**config.mk**
```make
export PLATFORM = sky130hd
export DESIGN_NAME = decode_queue_stage
export DESIGN_NICKNAME = d
export VERILOG_FILES = /design/src/rtl/decode_queue_stage.sv
export SDC_FILE = /design/constraint.sdc
export NUM_CORES = 1
export LEC_CHECK = 0
export ABC_AREA = 1
export BUFFER_PORTS_ARGS = -buffer_cell sky130_fd_sc_hd__buf_2
export CAP_MARGIN = 20
export CELL_PAD_IN_SITES_DETAIL_PLACEMENT = 1
export CELL_PAD_IN_SITES_GLOBAL_PLACEMENT = 2
export CORE_MARGIN = 8
export CORE_UTILIZATION = 35
export CTS_CLUSTER_DIAMETER = 100
export DETAILED_ROUTE_END_ITERATION = 10
export PLACE_DENSITY = 0.8
export SLEW_MARGIN = 20
export SYNTH_ARGS = -nofsm -noshare
export SYNTH_HDL_FRONTEND = slang
export SYNTH_SLANG_ARGS = --single-unit
export TNS_END_PERCENT = 30
```
**constraint.sdc**
```tcl
create_clock -name clk -period 18.5 [get_ports clk]
set_input_delay 0.925 -clock clk [delete_from_list [all_inputs] [get_ports clk]]
set_output_delay 0.925 -clock clk [all_outputs]
set_load 0.01 [all_outputs]
```
**src/rtl/decode_queue_stage.sv**
```systemverilog
// Decode-stage instruction queue: show-ahead FIFO feeding execute, with load-use stall and flush.
// Optional same-cycle fetch->execute bypass into an empty queue is enabled by DECODE_BYPASS_EN.
module decode_queue_stage #(
  parameter int unsigned IQ_DEPTH = 4,
  parameter int unsigned PKT_W    = 128,
  localparam int unsigned PTR_W   = $clog2(IQ_DEPTH),
  localparam int unsigned CNT_W   = $clog2(IQ_DEPTH + 1)
) (
  input  logic             clk,
  input  logic             rst_n,
  input  logic             f_valid,
  output logic             f_ready,
  input  logic [PKT_W-1:0] f_pkt,
  input  logic [4:0]       f_rs1,
  input  logic [4:0]       f_rs2,
  input  logic [4:0]       f_rd,
  input  logic             f_use_rs1,
  input  logic             f_use_rs2,
  input  logic             flush,
  input  logic             e_valid,
  input  logic             e_is_load,
  input  logic [4:0]       e_rd,
  input  logic             e_ready,
  output logic             d_valid,
  output logic [PKT_W-1:0] d_pkt,
  output logic [4:0]       d_rs1,
  output logic [4:0]       d_rs2,
  output logic [4:0]       d_rd,
  output logic [CNT_W-1:0] d_count
);

  logic [PKT_W-1:0] pkt_mem_q  [IQ_DEPTH];
  logic [4:0]       rs1_mem_q  [IQ_DEPTH];
  logic [4:0]       rs2_mem_q  [IQ_DEPTH];
  logic [4:0]       rd_mem_q   [IQ_DEPTH];
  logic             use1_mem_q [IQ_DEPTH];
  logic             use2_mem_q [IQ_DEPTH];

  logic [PTR_W-1:0] wr_ptr_q, wr_ptr_d;
  logic [PTR_W-1:0] rd_ptr_q, rd_ptr_d;
  logic [CNT_W-1:0] count_q, count_d;

  logic empty, full, e_load_hit, head_hazard, q_valid;
  logic byp_take, push, pop;

  // Load in execute whose non-zero destination feeds a source this instruction actually reads
  function automatic logic load_use(input logic hit, input logic [4:0] erd,
                                    input logic [4:0] rs1, input logic [4:0] rs2,
                                    input logic u1, input logic u2);
    return hit & ((u1 & (erd == rs1)) | (u2 & (erd == rs2)));
  endfunction

  assign empty       = (count_q == '0);
  assign full        = (count_q == CNT_W'(IQ_DEPTH));
  assign e_load_hit  = e_valid & e_is_load & (e_rd != 5'd0);
  assign head_hazard = load_use(e_load_hit, e_rd, rs1_mem_q[rd_ptr_q], rs2_mem_q[rd_ptr_q],
                                use1_mem_q[rd_ptr_q], use2_mem_q[rd_ptr_q]);
  assign q_valid     = rst_n & !empty & !head_hazard & !flush;
  assign f_ready     = rst_n & !full & !flush;
  assign d_count     = count_q;

`ifdef DECODE_BYPASS_EN
  logic byp_valid;

  assign byp_valid = rst_n & empty & f_valid & !flush &
                     !load_use(e_load_hit, e_rd, f_rs1, f_rs2, f_use_rs1, f_use_rs2);
  assign byp_take  = byp_valid & e_ready;

  // Empty queue: present the fetch fields directly; otherwise the head entry
  always_comb begin
    d_valid = q_valid;
    d_pkt   = pkt_mem_q[rd_ptr_q];
    d_rs1   = rs1_mem_q[rd_ptr_q];
    d_rs2   = rs2_mem_q[rd_ptr_q];
    d_rd    = rd_mem_q[rd_ptr_q];
    if (byp_valid) begin
      d_valid = 1'b1;
      d_pkt   = f_pkt;
      d_rs1   = f_rs1;
      d_rs2   = f_rs2;
      d_rd    = f_rd;
    end
  end
`else
  assign byp_take = 1'b0;
  assign d_valid  = q_valid;
  assign d_pkt    = pkt_mem_q[rd_ptr_q];
  assign d_rs1    = rs1_mem_q[rd_ptr_q];
  assign d_rs2    = rs2_mem_q[rd_ptr_q];
  assign d_rd     = rd_mem_q[rd_ptr_q];
`endif

  // A bypassed instruction consumed by execute is never enqueued
  assign push = f_valid & f_ready & !byp_take;
  assign pop  = q_valid & e_ready;

  always_comb begin
    wr_ptr_d = wr_ptr_q;
    rd_ptr_d = rd_ptr_q;
    count_d  = count_q;
    if (flush) begin
      wr_ptr_d = '0;
      rd_ptr_d = '0;
      count_d  = '0;
    end else begin
      if (push) wr_ptr_d = wr_ptr_q + PTR_W'(1);
      if (pop)  rd_ptr_d = rd_ptr_q + PTR_W'(1);
      case ({push, pop})
        2'b10:   count_d = count_q + CNT_W'(1);
        2'b01:   count_d = count_q - CNT_W'(1);
        default: count_d = count_q;
      endcase
    end
  end

  always_ff @(posedge clk or negedge rst_n) begin
    if (!rst_n) begin
      wr_ptr_q <= '0;
      rd_ptr_q <= '0;
      count_q  <= '0;
    end else begin
      wr_ptr_q <= wr_ptr_d;
      rd_ptr_q <= rd_ptr_d;
      count_q  <= count_d;
    end
  end

  // Storage is intentionally not reset
  always_ff @(posedge clk) begin
    if (push) begin
      pkt_mem_q[wr_ptr_q]  <= f_pkt;
      rs1_mem_q[wr_ptr_q]  <= f_rs1;
      rs2_mem_q[wr_ptr_q]  <= f_rs2;
      rd_mem_q[wr_ptr_q]   <= f_rd;
      use1_mem_q[wr_ptr_q] <= f_use_rs1;
      use2_mem_q[wr_ptr_q] <= f_use_rs2;
    end
  end

endmodule

```
==> results list, run 1 <==
- I/O Buffers: 304
* Headroom to the max-slew limit: 0.283
- Data required time at the worst endpoint: 17.57 ns
* Flop and latch count out of synthesis: 587
- Worst-case register-to-register setup slack: 14.40 ns
- Across every metal layer, demand over resource in global routing totals 0.160.
* Detail Route Antenna Nets: 0
- Post-synthesis share of cell area spent on and, or, nand and nor gates: 0.0766
- Using the TritonRoute via totals, the vias-per-cell ratio works out to 5.03.
- Yosys printed 0 warnings.
- The routed design has 59.3 mm of wire.
* Time the final worst path needs with I/O delays and setup: 4.72 ns
- In this run, distinct cell masters in the synthesized netlist total 27.
- Number of core rows: 92
- IR analysis of the VDD net gives a maximum drop of 0.0703 mV.
* Number of gates resized after cts: 0
- Clock tree root driver cell: sky130_fd_sc_hd__clkbuf_16
- The floorplan step defined a die boundary enclosing 71500 µm².
- The initial utilization of the core area, before any placement, comes to 0.353.
* Post-route clock skew: 0.0255 ns
- The clock passes through at most 3 buffers.
- In this run, synthesis inferred 580 flip-flops with an integrated enable.
* Cell area after synthesis: 22100 µm²
* Outcome: finished, final reports clean
- Setup violations, final: 0
* Maximum fanout along the worst path: 75
* Remaining DRCs: 0
- Share of synthesized registers carrying an async set or reset: 0.0119
- Total I/O pin count: 305
- Of the available clock period, the critical path in the final layout requires 0.255.
* Number of buffers added to fix hold violations after cts: 0
* CTS tree: built
* Leading post-synthesis cells by instance count: 580 x sky130_fd_sc_hd__edfxtp_1, 286 x sky130_fd_sc_hd__nor2_1, 270 x sky130_fd_sc_hd__o21ai_0, 133 x sky130_fd_sc_hd__o22ai_1, 100 x sky130_fd_sc_hd__nand2_1
* Pin count of the biggest net entering global routing: 146
- Leading cell types by total area after synthesis: sky130_fd_sc_hd__edfxtp_1 79%, sky130_fd_sc_hd__o21ai_0 6.1%, sky130_fd_sc_hd__nor2_1 4.9%
- Area overhead of the layout relative to synthesis: 20.2%
* Clk slew on worst S/H paths: 0.06 ns
* Core outline area: 62700 µm²
- Critical Path Sink Type: output pin
- Of the total synthesized cell area, the portion taken by XOR and XNOR cells is 0.000396.
- Proportion of layout cells with a drive suffix above 1: 0.227
- STA puts the critical path data arrival time at 3.80 ns.
- Share of the synthesized area in the top cell type: 0.787
- Nets: 2011
* Vias in the first global route: 15100
- Power spread over the standard cell area amounts to 114 nW/µm².
- Average size of a mapped cell: 14.2 µm²
- The clock tree synthesis step divided the H-tree into 2 levels.
* Setup_tns: 0 ns
- Counting every instance in the synthesized netlist gives 1560.
- Portion of netlist area occupied by mux cells: 0
* Area leader, netlist: sky130_fd_sc_hd__edfxtp_1
* Max Fclk: 0.212 GHz
- Synthesized Nets: 1722
- For this run, the number of standard cells in the final layout without fillers is 2756.
- RSZ-0062 raised after global routing: no
* Cell total after placement: 2632
- Dominant cell by count in the synthesized netlist: sky130_fd_sc_hd__edfxtp_1
- Critical path class: flip-flop to output pin
- Most frequently used flop master after synthesis: sky130_fd_sc_hd__edfxtp_1
* Number of violations of the max-capacitance limit: 0
- Number of endpoints with negative hold slack in the final report: 0
- Measured on the finished design, the core utilization comes to 0.424.
- Of the total synthesized cell area, the portion taken by full adders, half adders and majority gates is 0.00317.
- The wire-length estimate of the detail-placed layout is 34.6 mm.
- In this run the static leakage power is 0.00935 µW.
- For this run, the register share of the synthesized area comes to 0.795.
- Detail-routed net length per standard cell: 21.5 µm
* Sink count of the clock tree: 587
- The tightest min-delay check is of the input pin to asynchronous set/reset pin type.
- The routed layout has 13900 vias.
- For the worst-skew pair, the clock arrives at the later sink with an insertion delay of 0.62 ns.
- The first TritonRoute pass finished after 4 iterations.
- Height of the die: 267 µm
* Final GP Congestion: 0.755
- Worst Setup Start Kind: flip-flop
* TritonCTS Buffers: 61
* Post-CTS Setup Inserts: 0
- DRT iter0 DRCs: 818
- Total grt overflow: 0
- For the pin with the worst max-slew slack, the measured transition is 1.08 ns.
- WHS: 0.159 ns
- The number of slew-limit violations in the final report came to 0.
- The first global-routing pass estimated 88.9 mm of wire.
- The number of antenna violations at the first check in global routing was 15.
- The synthesized-area fraction occupied by ao, oa, aoi and oai cells is 0.101.
* Horizontal die dimension: 267 µm
- Main combinational cell family by area after synthesis: compound AO/OA/AOI/OAI gates
-- kinds of logic (layout without fill, tap and decap cells) --
logic type / after synthesis / after routing
flip-flops: 587 / 587
other: 0 / 9
XOR/XNOR: 1 / 1
AND/OR/NAND/NOR: 428 / 428
AO/OA/AOI/OAI: 410 / 410
adder cells (fa/ha/maj): 5 / 5
buffers and inverters: 129 / 470
-- final cells by class --
type | count | area [µm²]
inverters | 33 | 134
clock inverters | 45 | 490
well taps | 846 | 1060
diodes | 9 | 22.5
flip-flops and latches | 587 | 17600
fillers | 6460 | 36100
clock buffers | 70 | 1580
repair buffers | 322 | 1670
multi-input cells | 844 | 4030
-- power breakdown --
part / leakage (µW) / internal [µW] / switching (µW) / total (µW)
Sequential: 0.00533 / 1490 / 14.4 / 1500
Combinational: 0.00301 / 89.1 / 198 / 287
Clock: 0.00101 / 740 / 511 / 1250
Total: 0.00935 / 2320 / 723 / 3040
-- worst max-delay path: stages (launching register included) --
cell and delay, ns:
sky130_fd_sc_hd__dfrtp_4 0.56, sky130_fd_sc_hd__inv_4 0.64, sky130_fd_sc_hd__buf_4 0.79, sky130_fd_sc_hd__nand3_1 0.23
sky130_fd_sc_hd__nand2_1 0.15, sky130_fd_sc_hd__nand2_1 0.07, sky130_fd_sc_hd__nand2_1 0.07, sky130_fd_sc_hd__nor2_1 0.04
sky130_fd_sc_hd__nand3_1 0.06, sky130_fd_sc_hd__nand2_1 0.10, sky130_fd_sc_hd__a21boi_0 0.20, sky130_fd_sc_hd__buf_2 0.18
-- state kept, by name, indices dropped and copies added (netlist names) --
name	flops
rs2_mem_q	20
rd_mem_q	20
use1_mem_q	4
wr_ptr_q	2
rs1_mem_q	20
use2_mem_q	4
d_count	3
rd_ptr_q	2
pkt_mem_q	512
-- final timing paths --
kind,from,end,depth (start not counted)
setup / recovery,rd_ptr_q[1]$_DFFE_PN0P_,d_valid,11
hold / removal,rst_n,d_count[0]$_DFFE_PN0P_,1
setup reg to reg,rd_ptr_q[1]$_DFFE_PN0P_,d_count[2]$_DFFE_PN0P_,17
hold reg to reg,d_count[2]$_DFFE_PN0P_,d_count[2]$_DFFE_PN0P_,2
max in group asynchronous,rst_n,rd_ptr_q[1]$_DFFE_PN0P_,1
min in group clk,f_pkt[77],pkt_mem_q[0][77]$_DFFE_PP_,1
-- through the flow --
stage	setup slack (ns)	cell area [µm²]	power (µW)
3_3_place_gp	14.27	24500	1810
2_1_floorplan	10.22	22100	1690
4_1_cts	13.68	26600	3080
5_1_grt	13.44	26600	3150
3_5_place_dp	14.21	24500	1820
6_report	13.78	26600	3040
-- layer usage --
layer	GRT usage	up-vias	routed length, µm
met5	0	-	89
met4	0.0497	14	1370
met3	0.0400	100	3410
met2	0.290	317	30700
met1	0.186	7020	23700
li1	-	6404	-
-- layout by cell type, fill, tap and decap left out --
master                       instances
sky130_fd_sc_hd__o311ai_0            1
sky130_fd_sc_hd__nor2_1            282
sky130_fd_sc_hd__edfxtp_1          580
sky130_fd_sc_hd__a21boi_0            1
sky130_fd_sc_hd__clkinv_4            3
sky130_fd_sc_hd__o21ai_0           270
sky130_fd_sc_hd__nand3_4             1
sky130_fd_sc_hd__clkbuf_1            8
sky130_fd_sc_hd__ha_1                4
sky130_fd_sc_hd__nand3_1            33
sky130_fd_sc_hd__clkbuf_16          62
sky130_fd_sc_hd__nor3_1              1
sky130_fd_sc_hd__buf_2             304
sky130_fd_sc_hd__o21ai_1             3
sky130_fd_sc_hd__nand2_2             1
sky130_fd_sc_hd__nand3_2             1
sky130_fd_sc_hd__nand4_1             3
sky130_fd_sc_hd__xnor2_1             1
sky130_fd_sc_hd__clkinv_1           11
sky130_fd_sc_hd__dfrtp_1             5
sky130_fd_sc_hd__dfrtp_4             2
sky130_fd_sc_hd__clkinv_16           1
sky130_fd_sc_hd__nand2_1           100
sky130_fd_sc_hd__o22ai_1           133
sky130_fd_sc_hd__diode_2             9
sky130_fd_sc_hd__a31oi_1             2
sky130_fd_sc_hd__clkinv_2           15
sky130_fd_sc_hd__buf_4              17
sky130_fd_sc_hd__inv_6               2
sky130_fd_sc_hd__clkinvlp_4          4
sky130_fd_sc_hd__nand2_4             1
sky130_fd_sc_hd__inv_4               1
sky130_fd_sc_hd__bufinv_16           9
sky130_fd_sc_hd__nor2_4              4
sky130_fd_sc_hd__inv_8               1
sky130_fd_sc_hd__inv_1              31
sky130_fd_sc_hd__nand4_2             1
sky130_fd_sc_hd__buf_12              1
sky130_fd_sc_hd__fa_1                1
Note: power is estimated with default switching activity, not from simulation.
==> run 2: changes to the inputs <==
- PLACE_DENSITY: 0.8 -> 0.82
- clock period: 18.5 -> 4 ns (I/O delays scaled with it)
==> results list, run 2 (synthesis results as in run 1) <==
- Outcome: finished, final reports clean (unchanged)
- Detail Route Antenna Nets: 0 (unchanged)
* Crit-path leading delay family: buffers and inverters (unchanged)
- Horizontal die dimension: 267 µm (unchanged)
- The number of vias in the routed layout was 14600 (was 13900).
* Register with the highest flop count: pkt_mem_q (unchanged)
- RSZ-0062 raised after global routing: no (unchanged).
- Crit path buf inv count: 3 (unchanged)
- The combinational fraction of design power came to 0.105 (was 0.094).
- Total grt overflow: 0 (unchanged)
* Internal power: 10700 µW (was 2320 µW)
- The worst path required time came to 3.80 ns (was 17.57 ns).
- The leakage power figure came to 0.0100 µW (was 0.00935 µW).
* Switching share of power: 0.243 (was 0.238)
- The I/O pin count came to 305 (unchanged).
* Setup violations, final: 0 (unchanged)
- Max rail drop VDD: 0.413 mV (was 0.0703 mV)
- Most numerous cell on the critical path: sky130_fd_sc_hd__buf_4 (was sky130_fd_sc_hd__nand2_1)
- Number of gates resized after cts: 0 (unchanged)
- Sink count of the clock tree: 587 (unchanged)
- The least setup slack across all paths after layout was 0.623 ns (was 13.78 ns).
* All-Layer GR Usage: 0.166 (was 0.160)
- The post-DP HPWL was 34.9 mm (was 34.6 mm).
- The total iterations of the first detailed-routing run came to 4 (unchanged).
* Number of core rows: 92 (unchanged)
- Clock Latency Late Sink: 0.59 ns (was 0.62 ns)
- Final GP Congestion: 0.723 (was 0.755)
* Cell total after placement: 2640 (was 2632)
- Leading cell types in the layout, fill and taps excluded: 580 x sky130_fd_sc_hd__edfxtp_1, 304 x sky130_fd_sc_hd__buf_2, 282 x sky130_fd_sc_hd__nor2_1, 270 x sky130_fd_sc_hd__o21ai_0, 148 x sky130_fd_sc_hd__dlygate4sd3_1 (was 580 x sky130_fd_sc_hd__edfxtp_1, 304 x sky130_fd_sc_hd__buf_2, 282 x sky130_fd_sc_hd__nor2_1, 270 x sky130_fd_sc_hd__o21ai_0, 133 x sky130_fd_sc_hd__o22ai_1)
- Slew Viols, Final: 0 (unchanged)
- Largest register FFs: 512 (unchanged)
- Wire length of the first global-routing pass: 92.9 mm (was 88.9 mm)
* Area overhead of the layout relative to synthesis: 27.7% (was 20.2%)
* Critical path class: flip-flop to output pin (unchanged)
- The post-CTS repair timing setup buffer count came to 0 (unchanged).
- Time the final worst path needs with I/O delays and setup: 3.38 ns
- The quantity of I/O buffers inserted on ports came to 304 (unchanged).
* WHS: 0.0560 ns (was 0.159 ns)
* Post-DP Area: 24700 µm² (was 24500 µm²)
- CTS tree: built (unchanged)
* Worst-path cell chain: buf_4, buf_4, o21ai_0, o22ai_1, buf_2 (was inv_4, buf_4, nand3_1, nand2_1, nand2_1, nand2_1, nor2_1, nand3_1, nand2_1, a21boi_0, buf_2)
* Cell Pwr Density: 501 nW/µm² (was 114 nW/µm²)
- Maximum fanout along the worst path: 96 (was 75)
- H-tree Lvls: 3 (was 2)
- The starting utilization of the core area is 0.353 (unchanged).
- The pin slew with the least headroom to its limit was 1.03 ns (was 1.08 ns).
- The register clock-pin slew on the reported worst setup and hold paths was 0.05 ns (was 0.06 ns).
- Max Fclk: 0.296 GHz
* Power dissipated by switching net loads: 3440 µW (was 723 µW)
- Critical path's slowest cell: sky130_fd_sc_hd__buf_4 (unchanged)
- The core area was 62700 µm² (unchanged).
* Bufs on Longest Clock Path: 3 (unchanged)
- Most common cell after layout, fill and taps aside: sky130_fd_sc_hd__edfxtp_1 (unchanged)
- The routed wire length is 60.9 mm (was 59.3 mm).
- In the finished design, the share of the clock period the worst path needs comes to 0.844.
- Total non-filler cell area in the finished layout: 28300 µm² (was 26600 µm²)
- Data arrival time of the critical path: 3.18 ns (was 3.80 ns)
- The element type at the critical path start was a flip-flop (unchanged).
- Nets: 2172 (was 2011)
* Classification of the worst-slack hold path: input pin to flip-flop (was input pin to asynchronous set/reset pin)
- Number of buffers added to fix hold violations after cts: 148 (was 0)
* Routed via count divided by cell count: 5.00 (was 5.03)
- Die area: 71500 µm² (unchanged)
- The remaining design rule violation count is 0 (unchanged).
- Height of the die: 267 µm (unchanged)
* TritonCTS Buffers: 66 (was 61)
* Worst setup timing slack at the placement stage: 0.978 ns (was 14.21 ns)
* Headroom to the max-slew limit: 0.316 (was 0.283)
* Post-route clock skew: 0.0245 ns (was 0.0255 ns)
- The average wire per cell in the routed design came to 20.9 µm (was 21.5 µm).
- The number of antenna violations at the first check in global routing is 6 (was 15).
- The DRC violation total after the first TritonRoute iteration was 893 (was 818).
- The count of endpoints failing hold in the final timing report was 0 (unchanged).
- The number of max-capacitance violations reported is 0 (unchanged).
- The final total power is 14200 µW (was 3040 µW).
* Non-Filler Instances: 2914 (was 2756)
- The number of global-route vias before repair was 16000 (was 15100).
- The largest net degree at the start of global routing is 141 (was 146).
- The cell at the root of the clock tree is sky130_fd_sc_hd__clkbuf_16 (unchanged).
* Relative contribution of the clock network to total power: 0.406 (was 0.412)
* Crit-path max cell delay: 0.83 ns (was 0.79 ns)
* Sequential Power Share: 0.489 (was 0.494)
- The fraction of layout cells with a size suffix above 1 came to 0.211 (was 0.227).
- Critical Path Sink Type: output pin (unchanged)
run 2: cell count changes in the layout (fill, tap and decap cells not counted), sizes merged:
cell,before,now
clkbuf,70,77
clkinvlp,4,6
inv,35,38
dlygate4sd3,0,148
buf,322,330
clkinv,30,29
bufinv,9,4
diode,9,5
run 2: worst register-to-register path, cell delays in order, from the launching register on:
cell and delay, ns:
sky130_fd_sc_hd__dfrtp_4 0.45, sky130_fd_sc_hd__buf_4 0.46, sky130_fd_sc_hd__nand2_1 0.14, sky130_fd_sc_hd__nand3_1 0.12
sky130_fd_sc_hd__nand2_1 0.08, sky130_fd_sc_hd__nand2_1 0.07, sky130_fd_sc_hd__nand2_1 0.05, sky130_fd_sc_hd__nor2_1 0.14
sky130_fd_sc_hd__nand3_1 0.09, sky130_fd_sc_hd__nand2_1 0.13, sky130_fd_sc_hd__nand2_2 0.10, sky130_fd_sc_hd__nand4_2 0.15
sky130_fd_sc_hd__inv_1 0.08, sky130_fd_sc_hd__fa_1 0.37, sky130_fd_sc_hd__xnor2_1 0.21, sky130_fd_sc_hd__inv_1 0.07
sky130_fd_sc_hd__nor2_1 0.10, sky130_fd_sc_hd__nor2_1 0.06, sky130_fd_sc_hd__nand2_1 0.06
run 2: path summary, 6_finish.rpt:
check	from	end	slack (ns)	cells after the start
max	rd_ptr_q[0]$_DFFE_PN0P_	d_pkt[51]	0.62	5
min	e_ready	rd_ptr_q[1]$_DFFE_PN0P_	0.06	5
max reg2reg	rd_ptr_q[0]$_DFFE_PN0P_	d_count[2]$_DFFE_PN0P_	1.01	18
min reg2reg	d_count[1]$_DFFE_PN0P_	d_count[1]$_DFFE_PN0P_	0.62	2
max in group asynchronous	rst_n	rd_ptr_q[1]$_DFFE_PN0P_	3.09	3
min in group asynchronous	rst_n	d_count[1]$_DFFE_PN0P_	0.60	3
run 2: cell type report:
cell class / count / area, µm²
diodes: 5 / 12.5
clock buffers: 77 / 1690
clock inverters: 44 / 367
fillers: 6403 / 34500
inverters: 33 / 134
multi-input cells: 844 / 4030
flip-flops and latches: 587 / 17600
well taps: 846 / 1060
repair buffers: 478 / 3360
run 2: power by group through the flow:
stage               registers [µW]  clock network, µW  logic, µW
floorplan                     7050                  0        734
global placement              7040                  0       1320
detailed placement            7050                  0       1380
CTS                           6920               5910       1510
global route                  6920               6130       1640
finish                        6920               5750       1490
run 2: metrics by stage:
stage	utilization	setup TNS (ns)
6_report	0.450	0
5_1_grt	0.450	0
4_1_cts	0.450	0
3_5_place_dp	0.394	0
3_3_place_gp	0.394	0
2_1_floorplan	-	-791.90
run 2: metal layers:
layer	GRT usage	vias up	wire length, µm
met2	0.298	334	31900
met1	0.196	7448	24400
met3	0.0419	81	3540
li1	-	6713	-
met4	0.0488	2	1060
met5	0	-	13
==> run 3: changes to the inputs <==
- clock period: 4 -> 2.95 ns (I/O delays scaled with it)
==> results list, run 3 (synthesis results as in run 1) <==
- The number of global-route vias before repair came to 16300 (was 16000).
- Crit-path max cell delay: 0.53 ns (was 0.83 ns)
- The CTS tree is built (unchanged).
- Time the final worst path needs with I/O delays and setup: 2.81 ns
- Post-route clock skew: 0.0190 ns (was 0.0245 ns)
- The met1 track demand over resource in global routing is 0.191 (was 0.196).
- Period utilisation layout: 0.954
- The critical path class was flip-flop to output pin (unchanged).
* DP Wirelength: 34.1 mm (was 34.9 mm)
- Antenna violations before repair: 9 (was 6)
- Horizontal die dimension: 267 µm (unchanged)
* Worst-path cell chain: buf_4, buf_12, o21ai_0, o22ai_1, buf_2 (was buf_4, buf_4, o21ai_0, o22ai_1, buf_2)
* Transition at the pin with the smallest max-transition slack: 0.786 ns (was 1.03 ns)
- The kind of end point of the critical path is an output pin (unchanged).
- The total iterations of the first detailed-routing run was 5 (was 4).
- The maximum root-to-sink buffer count came to 3 (unchanged).
- Total non-filler cell area in the finished layout: 28300 µm² (about the same)
- The global-route usage over all layers was 0.164 (was 0.166).
- The largest net degree at the start of global routing was 141 (unchanged).
* Core outline area: 62700 µm² (unchanged)
- The number of vias in the routed layout came to 14700 (was 14600).
- The fraction of layout cells with a size suffix above 1 is 0.216 (was 0.211).
- The remaining design rule violation count was 0 (unchanged).
* Total wirelength of the detailed-routed design: 60.4 mm (was 60.9 mm)
* Die area: 71500 µm² (unchanged)
- Wire length of the first global-routing pass: 92.1 mm (was 92.9 mm)
- The fill cell total of the finished layout is 6425 (was 6403).
- Number of endpoints with negative hold slack in the final report: 0 (unchanged)
- The buffers plus inverters on the worst setup path is 3 (unchanged).
- The category of cells accounting for the largest share of critical-path delay is buffers and inverters (unchanged).
- The placed cell count was 2633 (was 2640).
- Setup violations, final: 0 (unchanged)
* Nets: 2164 (was 2172)
- Met3 usage in global routing: 0.0379 (was 0.0419)
- Clock tree root driver cell: sky130_fd_sc_hd__clkbuf_16 (unchanged)
- RSZ-0062 raised after global routing: yes (was no).
* Final GP Congestion: 0.732 (was 0.723)
- The CTS buffer count came to 61 (was 66).
- Headroom to the max-slew limit: 0.476 (was 0.316)
* Detail Route Antenna Nets: 0 (unchanged)
- The post-route non-filler standard cell count was 2902 (was 2914).
- The maximum fanout count along the critical path was 136 (was 96).
- Data arrival time of the critical path: 2.67 ns (was 3.18 ns)
- The cell with the largest stage delay on the worst path is sky130_fd_sc_hd__dfrtp_4 (was sky130_fd_sc_hd__buf_4).
- The total global routing overflow was 0 (unchanged).
- The quantity of I/O buffers inserted on ports was 304 (unchanged).
- The number of core rows is 92 (unchanged).
* Register with the highest flop count: pkt_mem_q (unchanged)
- Leading cell types in the layout, fill and taps excluded: 580 x sky130_fd_sc_hd__edfxtp_1, 304 x sky130_fd_sc_hd__buf_2, 282 x sky130_fd_sc_hd__nor2_1, 270 x sky130_fd_sc_hd__o21ai_0, 150 x sky130_fd_sc_hd__dlygate4sd3_1 (was 580 x sky130_fd_sc_hd__edfxtp_1, 304 x sky130_fd_sc_hd__buf_2, 282 x sky130_fd_sc_hd__nor2_1, 270 x sky130_fd_sc_hd__o21ai_0, 148 x sky130_fd_sc_hd__dlygate4sd3_1).
- The number of levels the H-tree was split into is 2 (was 3).
* Number of violations of the max-capacitance limit: 0 (unchanged)
- Timing would allow up to 0.355 GHz.
* Sink count of the clock tree: 587 (unchanged)
* Classification of the worst-slack hold path: input pin to flip-flop (unchanged)
- Largest register FFs: 512 (unchanged)
- The number of slew-limit violations in the final report came to 0 (unchanged).
* Height of the die: 267 µm (unchanged)
- Clock Latency Late Sink: 0.61 ns (was 0.59 ns)
- Area overhead of the layout relative to synthesis: 28.0% (was 27.7%)
- The most common library cell in the layout ignoring fill and taps is sky130_fd_sc_hd__edfxtp_1 (unchanged).
- Data required time at the worst endpoint: 2.80 ns (was 3.80 ns)
- Routed via count divided by cell count: 5.05 (was 5.00)
- The met2 global-route usage was 0.298 (about the same).
* Detail-routed net length per standard cell: 20.8 µm (was 20.9 µm)
- The I/O pin count is 305 (unchanged).
- The standard cell area after detailed placement came to 24700 µm² (about the same).
* Max rail drop VDD: 0.433 mV (was 0.413 mV)
- Clk slew on worst S/H paths: 0.06 ns (was 0.05 ns)
- Worst Setup Start Kind: flip-flop (unchanged)
- Leakage: 0.0100 µW (about the same)
* Cell Pwr Density: 685 nW/µm² (was 501 nW/µm²)
- DRT iter0 DRCs: 845 (was 893)
- Outcome: finished, final reports clean (unchanged).
* Most used routing layer in global routing: met2 (unchanged)
- Initial cell density of the core: 0.353 (unchanged)
- The final total power is 19400 µW (was 14200 µW).
[run 3: cell types whose count changed in the layout (fill, tap and decap cells not counted), sizes merged]
| cell | change |
|---|---|
| clkinvlp | -2 |
| clkbuf | -7 |
| buf | -5 |
| inv | -2 |
| bufinv | +7 |
| clkinv | -6 |
| diode | +1 |
| dlygate4sd3 | +2 |
[run 3: per-stage QoR]
stage / hold WS (ns) / util / setup slack, ns / TNS (ns)
4_1_cts: 0.235 / 0.450 / 0.00764 / 0
5_1_grt: 0.257 / 0.451 / -0.0196 / -0.0312
3_3_place_gp: 0.00615 / 0.393 / 0.278 / 0
6_report: 0.287 / 0.451 / 0.135 / 0
2_1_floorplan: -0.148 / - / -0.505 / -284.10
3_5_place_dp: 0.00391 / 0.393 / 0.129 / 0
[run 3: timing repair]
action / CTS / global route
resized for setup: 3 / 9
setup buffers: 0 / 2
hold endpoints to repair: 594 / 0
hold buffers: 150 / 0
setup endpoints to repair: 73 / 23
cloned: 0 / 0
[run 3: final cells by class]
class,count,area [µm²],share of cell area
Multi-Input combinational cell,844,4070,0.144
Tap cell,846,1060,0.0374
Clock inverter,41,528,0.0186
Antenna cell,6,15.0,0.000530
Timing Repair Buffer,475,3340,0.118
Sequential cell,587,17600,0.622
Clock buffer,70,1560,0.0551
Inverter,33,139,0.00490
[run 3: final timing paths]
check	slack, ns	cells after the start	start	end
worst max-delay path	0.14	5	rd_ptr_q[0]$_DFFE_PN0P_	d_pkt[1]
worst min-delay path	0.29	2	f_pkt[85]	pkt_mem_q[1][85]$_DFFE_PP_
worst max register to register	0.24	18	rd_ptr_q[0]$_DFFE_PN0P_	d_count[2]$_DFFE_PN0P_
worst min register to register	0.61	3	d_count[0]$_DFFE_PN0P_	d_count[0]$_DFFE_PN0P_
max in group asynchronous	2.07	3	rst_n	rd_ptr_q[1]$_DFFE_PN0P_
min in group asynchronous	0.58	3	rst_n	rd_ptr_q[0]$_DFFE_PN0P_
[run 3: report_power, final]
part	leakage [µW]	internal, µW	switching (µW)
sequential	0.00532	9330	63.7
combinational	0.00370	727	1310
clock	0.00102	4770	3200
total	0.0100	14800	4580
[run 3: metal layers]
layer | share of wire | up-vias | routed length [µm]
li1 | - | 6691 | -
met1 | 0.40 | 7486 | 24400
met2 | 0.51 | 348 | 31000
met3 | 0.053 | 128 | 3200
met4 | 0.029 | 6 | 1720
met5 | 0.00065 | - | 39
